`config.mk`:
```
export PLATFORM = sky130hd
export DESIGN_NAME = uart_tx_param
export DESIGN_NICKNAME = d
export VERILOG_FILES = /design/src/rtl/uart_pkg.sv /design/src/rtl/uart_sync_fifo.sv /design/src/rtl/uart_tx_param.sv
export SDC_FILE = /design/constraint.sdc
export NUM_CORES = 1
export LEC_CHECK = 0
export BUFFER_PORTS_ARGS = -buffer_cell sky130_fd_sc_hd__buf_2
export CAP_MARGIN = 25
export CORE_UTILIZATION = 35
export DETAILED_ROUTE_END_ITERATION = 10
export GPL_TIMING_DRIVEN = 0
export PLACE_DENSITY = 0.58
export REMOVE_ABC_BUFFERS = 1
export SLEW_MARGIN = 40
export SYNTH_ARGS = -nofsm -noshare
export SYNTH_HDL_FRONTEND = slang
export SYNTH_SLANG_ARGS = --single-unit
```
`constraint.sdc`:
```
create_clock -name i_clk -period 4.1 [get_ports i_clk]
set_input_delay 0.615 -clock i_clk [delete_from_list [all_inputs] [get_ports i_clk]]
set_output_delay 0.615 -clock i_clk [all_outputs]
set_load 0.02 [all_outputs]
```
`src/rtl/uart_pkg.sv`:
```
// Shared types and legal-range constants for the parameterised UART transmitter.
// The PARITY state exists only when UART_TX_PARITY_EN is defined.
package uart_pkg;

   localparam int DATA_BITS_MIN  = 5;
   localparam int DATA_BITS_MAX  = 8;
   localparam int FIFO_DEPTH_MIN = 2;
   localparam int FIFO_DEPTH_MAX = 256;

`ifdef UART_TX_PARITY_EN
   typedef enum logic [2:0] {IDLE, START, DATA, PARITY, STOP1, STOP2} tx_state_t;
`else
   typedef enum logic [2:0] {IDLE, START, DATA, STOP1, STOP2} tx_state_t;
`endif

   function automatic bit isPow2(input int value);
      return (value > 0) && ((value & (value - 1)) == 0);
   endfunction

endpackage

```
`src/rtl/uart_sync_fifo.sv`:
```
// Synchronous FIFO with extra-MSB pointers; storage is not reset, only the pointers.
module uart_sync_fifo #(
   parameter int WIDTH = 8,
   parameter int DEPTH = 16,
   localparam int AW   = $clog2(DEPTH)
) (
   input  logic             i_clk,
   input  logic             i_rst_n,
   input  logic             i_push,
   input  logic [WIDTH-1:0] i_data,
   input  logic             i_pop,
   output logic [WIDTH-1:0] o_data,
   output logic [AW:0]      o_count,
   output logic             o_full,
   output logic             o_empty
);

   logic [WIDTH-1:0] r_mem [DEPTH];
   logic [AW:0]      r_wrPtr;
   logic [AW:0]      r_rdPtr;
   logic             w_pushOk;
   logic             w_popOk;

   assign w_pushOk = i_push && !o_full;
   assign w_popOk  = i_pop && !o_empty;

   always_ff @(posedge i_clk) begin
      if (w_pushOk) begin
         r_mem[r_wrPtr[AW-1:0]] <= i_data;
      end
   end

   // Pointers wrap modulo 2*DEPTH so full and empty can be told apart.
   always_ff @(posedge i_clk or negedge i_rst_n) begin
      if (!i_rst_n) begin
         r_wrPtr <= '0;
         r_rdPtr <= '0;
      end else begin
         if (w_pushOk) r_wrPtr <= r_wrPtr + 1'b1;
         if (w_popOk)  r_rdPtr <= r_rdPtr + 1'b1;
      end
   end

   assign o_full  = (r_wrPtr[AW] != r_rdPtr[AW]) && (r_wrPtr[AW-1:0] == r_rdPtr[AW-1:0]);
   assign o_empty = (r_wrPtr == r_rdPtr);
   assign o_count = r_wrPtr - r_rdPtr;
   assign o_data  = r_mem[r_rdPtr[AW-1:0]];

endmodule

```
`src/rtl/uart_tx_param.sv`:
```
// Parameterised UART transmitter with TX FIFO, CTS flow control and optional stop2.
// Define UART_TX_PARITY_EN to insert a parity bit after the data bits.
module uart_tx_param
   import uart_pkg::*;
#(
   parameter int DATA_BITS  = 8,
   parameter int FIFO_DEPTH = 16,
   parameter int DIV_W      = 16,
   localparam int CNT_W     = $clog2(FIFO_DEPTH) + 1,
   localparam int BIT_W     = $clog2(DATA_BITS)
) (
   input  logic                 i_clk,
   input  logic                 i_rst_n,
   input  logic [DATA_BITS-1:0] i_data,
   input  logic                 i_valid,
   output logic                 o_ready,
   input  logic [DIV_W-1:0]     i_baud_div,
   input  logic                 i_stop2,
   input  logic                 i_parity_odd,
   input  logic                 i_cts_n,
   output logic                 o_txd,
   output logic                 o_busy,
   output logic [CNT_W-1:0]     o_fifo_count,
   output logic                 o_empty_int
);

   if (DATA_BITS < DATA_BITS_MIN || DATA_BITS > DATA_BITS_MAX) begin : g_badDataBits
      $error("uart_tx_param: DATA_BITS out of legal range");
   end
   if (!isPow2(FIFO_DEPTH) || FIFO_DEPTH < FIFO_DEPTH_MIN || FIFO_DEPTH > FIFO_DEPTH_MAX) begin : g_badDepth
      $error("uart_tx_param: FIFO_DEPTH must be a power of two in range");
   end

   tx_state_t            r_state;
   logic [1:0]           r_cts;
   logic [DIV_W-1:0]     r_div;
   logic [DIV_W-1:0]     r_baudCnt;
   logic [BIT_W-1:0]     r_bitCnt;
   logic [DATA_BITS-1:0] r_shift;
   logic                 r_stop2;
   logic                 r_txd;
   logic                 r_emptyInt;
   logic [DATA_BITS-1:0] w_fifoData;
   logic                 w_fifoFull;
   logic                 w_fifoEmpty;
   logic                 w_bitDone;
   logic                 w_lastStop;
   logic                 w_startFrame;
`ifdef UART_TX_PARITY_EN
   logic                 r_parity;
`else
   logic                 w_unusedParity;
   assign w_unusedParity = i_parity_odd;
`endif

   uart_sync_fifo #(.WIDTH(DATA_BITS), .DEPTH(FIFO_DEPTH)) u_fifo (
      .i_clk   (i_clk),
      .i_rst_n (i_rst_n),
      .i_push  (i_valid),
      .i_data  (i_data),
      .i_pop   (w_startFrame),
      .o_data  (w_fifoData),
      .o_count (o_fifo_count),
      .o_full  (w_fifoFull),
      .o_empty (w_fifoEmpty)
   );

   always_ff @(posedge i_clk or negedge i_rst_n) begin
      if (!i_rst_n) r_cts <= 2'b11;
      else          r_cts <= {r_cts[0], i_cts_n};
   end

   // A new frame may start from IDLE or straight out of the final stop bit.
   assign w_bitDone    = (r_baudCnt == r_div - DIV_W'(1));
   assign w_lastStop   = w_bitDone && (((r_state == STOP1) && !r_stop2) || (r_state == STOP2));
   assign w_startFrame = !w_fifoEmpty && !r_cts[1] && ((r_state == IDLE) || w_lastStop);

   always_ff @(posedge i_clk or negedge i_rst_n) begin
      if (!i_rst_n) begin
         r_state    <= IDLE;
         r_txd      <= 1'b1;
         r_emptyInt <= 1'b0;
         r_div      <= DIV_W'(1);
         r_baudCnt  <= '0;
         r_bitCnt   <= '0;
         r_shift    <= '0;
         r_stop2    <= 1'b0;
`ifdef UART_TX_PARITY_EN
         r_parity   <= 1'b0;
`endif
      end else begin
         r_emptyInt <= 1'b0;
         if (r_state != IDLE) r_baudCnt <= w_bitDone ? '0 : r_baudCnt + 1'b1;
         if (w_startFrame) begin
            r_state   <= START;
            r_txd     <= 1'b0;
            r_shift   <= w_fifoData;
            r_div     <= (i_baud_div == '0) ? DIV_W'(1) : i_baud_div;
            r_stop2   <= i_stop2;
            r_baudCnt <= '0;
            r_bitCnt  <= '0;
`ifdef UART_TX_PARITY_EN
            r_parity  <= (^w_fifoData) ^ i_parity_odd;
`endif
         end else if (w_bitDone) begin
            case (r_state)
               START: begin
                  r_state <= DATA;
                  r_txd   <= r_shift[0];
                  r_shift <= r_shift >> 1;
               end
               DATA: begin
                  if (r_bitCnt == BIT_W'(DATA_BITS - 1)) begin
`ifdef UART_TX_PARITY_EN
                     r_state <= PARITY;
                     r_txd   <= r_parity;
`else
                     r_state <= STOP1;
                     r_txd   <= 1'b1;
`endif
                  end else begin
                     r_bitCnt <= r_bitCnt + 1'b1;
                     r_txd    <= r_shift[0];
                     r_shift  <= r_shift >> 1;
                  end
               end
`ifdef UART_TX_PARITY_EN
               PARITY: begin
                  r_state <= STOP1;
                  r_txd   <= 1'b1;
               end
`endif
               STOP1: begin
                  r_txd <= 1'b1;
                  if (r_stop2) begin
                     r_state <= STOP2;
                  end else begin
                     r_state    <= IDLE;
                     r_emptyInt <= w_fifoEmpty;
                  end
               end
               STOP2: begin
                  r_txd      <= 1'b1;
                  r_state    <= IDLE;
                  r_emptyInt <= w_fifoEmpty;
               end
               default: ;
            endcase
         end
      end
   end

   assign o_txd       = r_txd;
   assign o_busy      = (r_state != IDLE);
   assign o_empty_int = r_emptyInt;
   assign o_ready     = !w_fifoFull;

endmodule

```
==> results_dict.tcl <==
set metrics [dict create \
    yosysWarnings 0 \
    drt-total-wl_mm 17.2 \
    cap_violations 0 \
    cts_root_buf "clkbuf_16" \
    max_freq_ghz 0.272 \
    synth_edf_count 128 \
    hold_viol 0 \
    power.density_nw_per_um2 497 \
    drive_above_1_share 0.276 \
    nFillCells 2118 \
    seq_power_share 0.486 \
    die_w_um 158 \
    antenna_found_initial 0 \
    avgViaCountPerCell 5.16 \
    drtAntennaViolNets 0 \
    first_global_vias 5016 \
    dp_slack_ns -0.0781 \
    p_total_mw 4.89 \
    ys_seq_elements 189 \
    rsz0062_at_grt "no" \
    die_area_um2 24900 \
    clk_pin_slew_worst_paths_ns 0.08 \
    synth_cells 554 \
    postPlaceCellArea_um2 9140 \
    cts.path.max_buffers 2 \
    globalplace.congestion 0.773 \
    grt_max_degree 62 \
    areaGrowthSynthToFinish_pct 15.8 \
    synth_commonest_cells "128 x edfxtp_1, 57 x dfrtp_1, 40 x mux4_2, 37 x nor2_1" \
    vias 4804 \
    critPathMaxStageDelay_ns 0.65 \
    required_ns 4.40 \
    io_pins 39 \
    p_switching_mw 1.51 \
    finalCriticalPeriod_ns 3.67 \
    setup_slack_ns 0.428 \
    gr-usage-all-layers 0.150 \
    firstDrtPassIters 5 \
    drc 0 \
    yosys.area.top_type "edfxtp_1" \
    timing.hold.worst.class "in2async" \
    dr.first_iter.drc_count 298 \
    critPathBufInv 1 \
    syn_avg_cell_area_um2 15.3 \
    nNetsFinal 643 \
    ys_top_cells_by_area "edfxtp_1 45%, dfrtp_1 17%, mux4_2 11%" \
    fp.coreArea_um2 23600 \
    clk_latency_ns 0.44 \
    die_h_um 158 \
    final_cells 931 \
    min_period_over_period 0.896 \
    setup_violations 0 \
    ir_drop_v 0.000303 \
    syn-cell-area_um2 8500 \
    diodes 0 \
    ys_seq_area_frac 0.632 \
    internal-power_mw 3.39 \
    portBuffers 37 \
    cts-htree-levels 4 \
    sw_frac_of_total 0.308 \
    dpl.cell_count 899 \
    routedWlPerCell_um 18.4 \
    p_leak_nw 3.49 \
    overflow 0 \
    crit_chain "inv_1 -> ha_1 -> nor4b_2 -> nor2b_1 -> xnor2_1 -> nor4_1 -> nor4bb_1 -> nand4_1 -> o21ai_2 -> nor2_1" \
    grt_pass1_wl_mm 27.6 \
    status "completed" \
    synth_cell_types 67 \
    hold_buffers 0 \
    slowest_stage "nor4_1" \
    initial_core_util 0.360 \
    relSlewSlack 0.515 \
    dpl.hpwl_mm 11.9 \
    critPathMaxFanout 11 \
    fin_area_um2 9850 \
    async_flop_share 0.323 \
    p_comb_frac 0.150 \
    cts.sinks 189 \
    rows 56 \
    fin_util 0.417 \
    slew_viol_final 0 \
    synth_top_area_frac 0.452 \
    startpoint_type "register" \
    crit_family "simple AND/OR/NAND/NOR gates" \
    critical_path_arrival_ns 3.97 \
    yosysMostFrequentCell "edfxtp_1" \
    critical_path_class "reg2reg" \
    crit_path_end_kind "register" \
    fin_skew_ns 0.0190 \
    ys.flop_type "edfxtp_1" \
    worst_slew_pin_slew_ns 0.721 \
    p_clk_frac 0.363 \
    timing.hold.ws_ns 0.159 \
    numCtsBuffers 17 \
    cts_tree "done" \
    fin_tns_setup_ns 0 \
]
## final timing paths
kind                                      startpoint                       endpoint  depth (start not counted)  slack (ns)
worst min register to register    r_cts[0]$_DFF_PN1_             r_cts[1]$_DFF_PN1_                          0        0.37
worst max-delay path            r_div[1]$_DFFE_PN0N_       r_baudCnt[5]$_DFFE_PN0P_                         10        0.43
worst max register to register  r_div[1]$_DFFE_PN0N_       r_baudCnt[5]$_DFFE_PN0P_                         10        0.43
worst min-delay path                         i_rst_n          r_div[12]$_DFFE_PN0N_                          1        0.16
max in group asynchronous                    i_rst_n  u_fifo.r_rdPtr[0]$_DFFE_PN0P_                          1        3.50
min in group i_clk                           i_cts_n             r_cts[0]$_DFF_PN1_                          1        0.28
## worst reg2reg max path, cell delays in order (launching register included)
cell	delay (ns)
dfrtp_1	0.41
inv_1	0.08
ha_1	0.24
nor4b_2	0.49
nor2b_1	0.22
xnor2_1	0.09
nor4_1	0.65
nor4bb_1	0.31
nand4_1	0.38
o21ai_2	0.56
nor2_1	0.11
## kinds of logic after synthesis
group                      after synthesis  share of synthesized area
DFF                                    189                      0.632
buffers and inverters                   41                     0.0207
muxes                                   56                      0.127
and+or+nand+nor                        149                     0.0960
adders and majority gates               14                     0.0215
xor gates and xnor gates                41                     0.0439
AOI/OAI and AO/OA                       64                     0.0587
## layout make-up
cell class | instances | area (um2) | area share
Multi-Input combinational cell | 324 | 3060 | 0.311
Clock inverter | 15 | 230 | 0.0234
Tap cell | 319 | 399 | 0.0405
Clock buffer | 17 | 425 | 0.0432
Timing Repair Buffer | 48 | 278 | 0.0282
Sequential cell | 189 | 5380 | 0.547
Inverter | 19 | 71.3 | 0.00724
## per-layer routing
layer	up-vias	global-route usage	routed length (um)
met5	-	0	0
met4	0	0.0541	136
met3	8	0.0287	587
met2	76	0.248	8710
met1	2477	0.196	7740
li1	2243	-	-
## sequential cells by signal, summed over array words and instances, names as in the netlist
name and flops:
u_fifo.r_rdPtr 5, r_bitCnt 3, r_shift 8, u_fifo.r_mem 128
r_baudCnt 16, o_empty_int 1, r_div 16, u_fifo.r_wrPtr 5
r_stop2 1, o_txd 1, r_state 3, r_cts 2
## cell usage in the layout (no fill, tap or decap), drive strengths merged, types with 8 or more instances in the layout
master    n
nand2b    8
nor4     11
mux2     15
nand2    25
o21ai    13
nor3     12
mux4     40
ha       13
nand4    11
buf      48
nand3    10
xor2     15
nor2     38
dfrtp    57
xnor2    25
inv      29
edfxtp  128
clkbuf   17
## timing repair
action,CTS,global route
gates resized for setup,1,0
setup buffers,0,0
setup endpoints to repair,11,0
## power by group through the flow
stage / Combinational [mW] / Clock, mW / Sequential (mW)
CTS: 0.729 / 1.82 / 2.37
floorplan: 0.479 / 0 / 2.36
finish: 0.735 / 1.78 / 2.38
global placement: 0.669 / 0 / 2.39
global route: 0.812 / 1.89 / 2.40
detailed placement: 0.725 / 0 / 2.42
Note: power is estimated with default switching activity, not from simulation.
